## src/rtl/cpu_sequencer.sv

```systemverilog
// Multi-cycle control sequencer: FETCH/DECODE/EXEC/WB with a sticky illegal flag and a retire counter.
// Strobes are decoded from the state; ir_we also depends on imem_ready. Reset is synchronous, active-high.
module cpu_sequencer #(
  parameter int RETIRE_W = 32
) (
  input  logic                clk,
  input  logic                rst,
  input  logic                run,
  input  logic                halt_req,
  input  logic                imem_ready,
  input  logic [31:0]         instr,
  output logic                ir_we,
  output logic                rf_en,
  output logic                rf_we,
  output logic                pc_we,
  output logic [1:0]          alu_func,
  output logic                busy,
  output logic                illegal,
  output logic [RETIRE_W-1:0] retired
);

  typedef enum logic [2:0] {
    S_IDLE   = 3'd0,
    S_FETCH  = 3'd1,
    S_DECODE = 3'd2,
    S_EXEC   = 3'd3,
    S_WB     = 3'd4,
    S_HALT   = 3'd5
  } state_t;

  state_t              state_q, state_d;
  logic [1:0]          alu_func_q, alu_func_d;
  logic                illegal_q, illegal_d;
  logic [RETIRE_W-1:0] retired_q, retired_d;

  logic       dec_ok;
  logic [1:0] dec_func;

  // Only the opcode and funct fields take part in decoding.
  logic unused_instr_bits;
  assign unused_instr_bits = ^instr[25:6];

  always_comb begin
    dec_ok   = 1'b0;
    dec_func = 2'b00;
    if (instr[31:26] == 6'd0) begin
      case (instr[5:0])
        6'h20: begin dec_ok = 1'b1; dec_func = 2'b00; end
        6'h22: begin dec_ok = 1'b1; dec_func = 2'b01; end
        6'h24: begin dec_ok = 1'b1; dec_func = 2'b10; end
        6'h25: begin dec_ok = 1'b1; dec_func = 2'b11; end
        default: begin dec_ok = 1'b0; dec_func = 2'b00; end
      endcase
    end
  end

  always_comb begin
    state_d    = state_q;
    alu_func_d = alu_func_q;
    illegal_d  = illegal_q;
    retired_d  = retired_q;
    ir_we      = 1'b0;
    rf_en      = 1'b0;
    rf_we      = 1'b0;
    pc_we      = 1'b0;
    case (state_q)
      S_IDLE: begin
        if (run) state_d = S_FETCH;
      end
      S_FETCH: begin
        if (imem_ready) begin
          ir_we   = 1'b1;
          state_d = S_DECODE;
        end
      end
      S_DECODE: begin
        if (dec_ok) begin
          alu_func_d = dec_func;
          state_d    = S_EXEC;
        end else begin
          illegal_d = 1'b1;
          state_d   = S_HALT;
        end
      end
      S_EXEC: begin
        rf_en   = 1'b1;
        state_d = S_WB;
      end
      S_WB: begin
        rf_we     = 1'b1;
        pc_we     = 1'b1;
        retired_d = retired_q + {{(RETIRE_W-1){1'b0}}, 1'b1};
        state_d   = halt_req ? S_HALT : S_FETCH;
      end
      S_HALT: begin
        state_d = S_HALT;
      end
      default: begin
        state_d = S_IDLE;
      end
    endcase
  end

  always_ff @(posedge clk) begin
    if (rst) begin
      state_q    <= S_IDLE;
      alu_func_q <= 2'b00;
      illegal_q  <= 1'b0;
      retired_q  <= '0;
    end else begin
      state_q    <= state_d;
      alu_func_q <= alu_func_d;
      illegal_q  <= illegal_d;
      retired_q  <= retired_d;
    end
  end

  assign busy     = (state_q != S_IDLE) && (state_q != S_HALT);
  assign alu_func = alu_func_q;
  assign illegal  = illegal_q;
  assign retired  = retired_q;

endmodule

```

## config.mk

```make
export PLATFORM = sky130hd
export DESIGN_NAME = cpu_sequencer
export DESIGN_NICKNAME = d
export VERILOG_FILES = /design/src/rtl/cpu_sequencer.sv
export SDC_FILE = /design/constraint.sdc
export NUM_CORES = 1
export LEC_CHECK = 0
export BUFFER_PORTS_ARGS = -buffer_cell sky130_fd_sc_hd__buf_2
export CORE_ASPECT_RATIO = 0.75
export CORE_MARGIN = 1
export CORE_UTILIZATION = 40
export CTS_CLUSTER_SIZE = 30
export DETAILED_ROUTE_END_ITERATION = 6
export HOLD_SLACK_MARGIN = 0.02
export PLACE_DENSITY = 0.71
export SLEW_MARGIN = 15
export SYNTH_ARGS = -nofsm -noshare
export SYNTH_HDL_FRONTEND = slang
export SYNTH_SLANG_ARGS = --single-unit
```

## constraint.sdc

```tcl
create_clock -name clk -period 2.3 [get_ports clk]
set_input_delay 0.345 -clock clk [delete_from_list [all_inputs] [get_ports clk]]
set_output_delay 0.345 -clock clk [all_outputs]
set_load 0.02 [all_outputs]
```

==> summary.txt <==
Status
  – Status: finished clean

Drt
  – DR DRC count: 0
  – Iter 0 DRT Violations: 125
  – Drt total wl: 4.63 mm
  – Routed via count: 1947
  – Wire per inst: 13.3 um
  – Antenna viol nets, final: 0
  – Detail Route met2 WL: 2.00 mm
  – Top Metal Used: met4
  – Drt pass-1 iters: 4
  – WL met1: 2.41 mm
  – Met3 Routed Length: 203 um
  – DR vias/cell: 5.61

Flow run
  – Max-cap violations: 0

Placement
  – Buffers added on ports: 56
  – Placer Congestion: 0.799
  – HPWL after DPL: 3.47 mm

Clock tree
  – Clock Path Buffers: 2
  – CTS tree: done
  – Skew-Pair Late Insertion Delay: 290 ps
  – H-Tree Depth: 2
  – Clk root buf: clkbuf_8
  – CTS Hold Bufs: 0
  – CTS Buf Count: 5
  – # resized after CTS: 0
  – Setup Fix Bufs, Post-CTS: 0
  – CTS Sinks: 38
  – CTS clk-pin slew, worst paths: 70 ps

GRT
  – Pin count of the biggest net entering global routing: 23
  – Vias in the first global route: 1698
  – Initial antenna violation count: 0
  – First-pass GRT wire length: 7.72 mm
  – Overflow after GRT: 0
  – GRT Total Usage: 0.193

STA
  – Tmin final: 2140 ps
  – F_max: 468 MHz
  – Setup violators final: 0
  – Hold Vio Cnt, Final: 0
  – Hold Slack: 333 ps
  – Slew Limit Fails: 0
  – Worst-Margin Slew: 581 ps
  – Max Clock Skew: 7.95 ps
  – Setup TNS: 0 ps
  – Final period util: 0.929
  – RSZ-0062 raised after global routing: false
  – Worst slew margin: 0.609

Logic synthesis
  – Number of flops mapped to enable cells by yosys: 0
  – Ys async rst share: 0
  – Register bit total from synthesis: 38
  – Netlist Area Pre-Place: 1940 um2
  – Syn Inst Count: 227
  – Syn Nets: 265
  – Mean post-synth cell area: 8.54 um2
  – Distinct cells, synth: 41
  – Register area share after synthesis: 0.393
  – Main synth FF type: dfxtp_1
  – Number of synthesis warnings: 0

Worst setup path
  – Crit end category: flop
  – CP required: 2530 ps
  – Startpoint Class: flop
  – CP max FO: 8
  – Worst path arrival time: 2360 ps
  – Worst Setup Path Type: reg -> reg

Floorplan
  – Die Height: 62.3 um
  – Core box area: 4550 um2
  – Die width: 82.4 um
  – DIE AREA: 5130 um2
  – Starting Density: 0.426
  – I/O pins: 77
  – # rows: 21

Cells and area
  – Final #Nets: 327
  – Area growth syn-to-layout: 24.3%
  – # fillers: 448
  – # diodes: 0
  – Commonest non-fill, non-tap cell in the layout: buf_2
  – Core Util, Final: 0.530
  – Most frequent cells in the layout: buf_2 (56), dfxtp_1 (36), a21oi_1 (24), nor2_1 (19), or4_1 (19)
  – Share of cells above drive strength 1: 0.293

Power
  – Peak supply drop: 0.357 mV
  – Overall Power: 1.22 mW
  – Leak: 0.918 nW
  – PD cells: 506 nW/um2

Min path
  – Worst Hold Class: in -> reg
[layout make-up]
type	count	area [um2]	area share
Multi-Input combinational cell	170	1090	0.451
Sequential cell	38	763	0.317
Timing Repair Buffer	69	378	0.157
Clock buffer	7	86.3	0.0358
Tap cell	57	71.3	0.0296
Inverter	5	18.8	0.00779
Clock inverter	1	5.00	0.00208
[worst paths after layout]
check               from          end  slack [ps]  cells after the start
max           retired[2]  retired[31]         160                      4
min           imem_ready   state_q[1]         330                      3
max reg2reg   retired[2]  retired[31]         160                      4
min reg2reg  alu_func[0]  alu_func[0]         460                      2
[synth_stat cells (all sizes together) (2+ instances only)]
master	number	area, um2
a21oi	24	120
or4	20	154
nor2	19	71.3
nand4	11	68.8
nand4bb	2	38.8
buf	6	42.5
inv	5	18.8
xnor2	7	61.3
nor3b	3	27.5
nand3	13	65.1
and4	3	26.3
nor3	2	10.0
or3	5	31.3
clkbuf	8	30.0
o211ai	2	15.0
or2	3	18.8
nand2	12	45.0
o31ai	15	113
nand2b	3	18.8
dfxtp	38	761
o21ai	3	15.0
nor4	4	25.0
and3	2	12.5
xor2	6	52.6
[flip-flops by register name, summed over array words and instances (netlist names)]
name and count:
illegal 1, retired 32, state_q 3, alu_func 2
[through the flow]
stage | std cells | setup WS, ps | instance area [um2]
after floorplan | 227 | 101 | 1940
after global placement | 339 | 243 | 2320
after detailed placement | 339 | 184 | 2320
after CTS | 347 | 165 | 2410
after global routing | 347 | 53.0 | 2410
final | 347 | 164 | 2410
[where the power goes]
group	leakage [nW]	internal [mW]	switching (mW)
clock network	0.0482	0.242	0.229
registers	0.307	0.662	0.00382
logic	0.563	0.0364	0.0466
[metal layers]
metal / GRT usage / vias to the layer above
li1: - / 988
met1: 0.277 / 921
met2: 0.285 / 36
met3: 0.0456 / 2
met4: 0.0526 / 0
met5: 0 / -
[cell families after synthesis]
logic type                 count (synthesis)  share of synthesized area
buffers and inverters                     19                     0.0471
DFF                                       38                      0.393
muxes                                      1                    0.00516
xor gates and xnor gates                  13                     0.0587
adders and majority gates                  1                    0.00645
and+or+nand+nor                          104                      0.324
AOI/OAI and AO/OA                         51                      0.166
[worst max-delay path: stages, from the launching register on]
cell and delay, ps:
dfxtp_1 460, nand4_1 240, or4_1 670, or4_1 540
a21oi_1 150
Power figures use the tool's default switching activity.
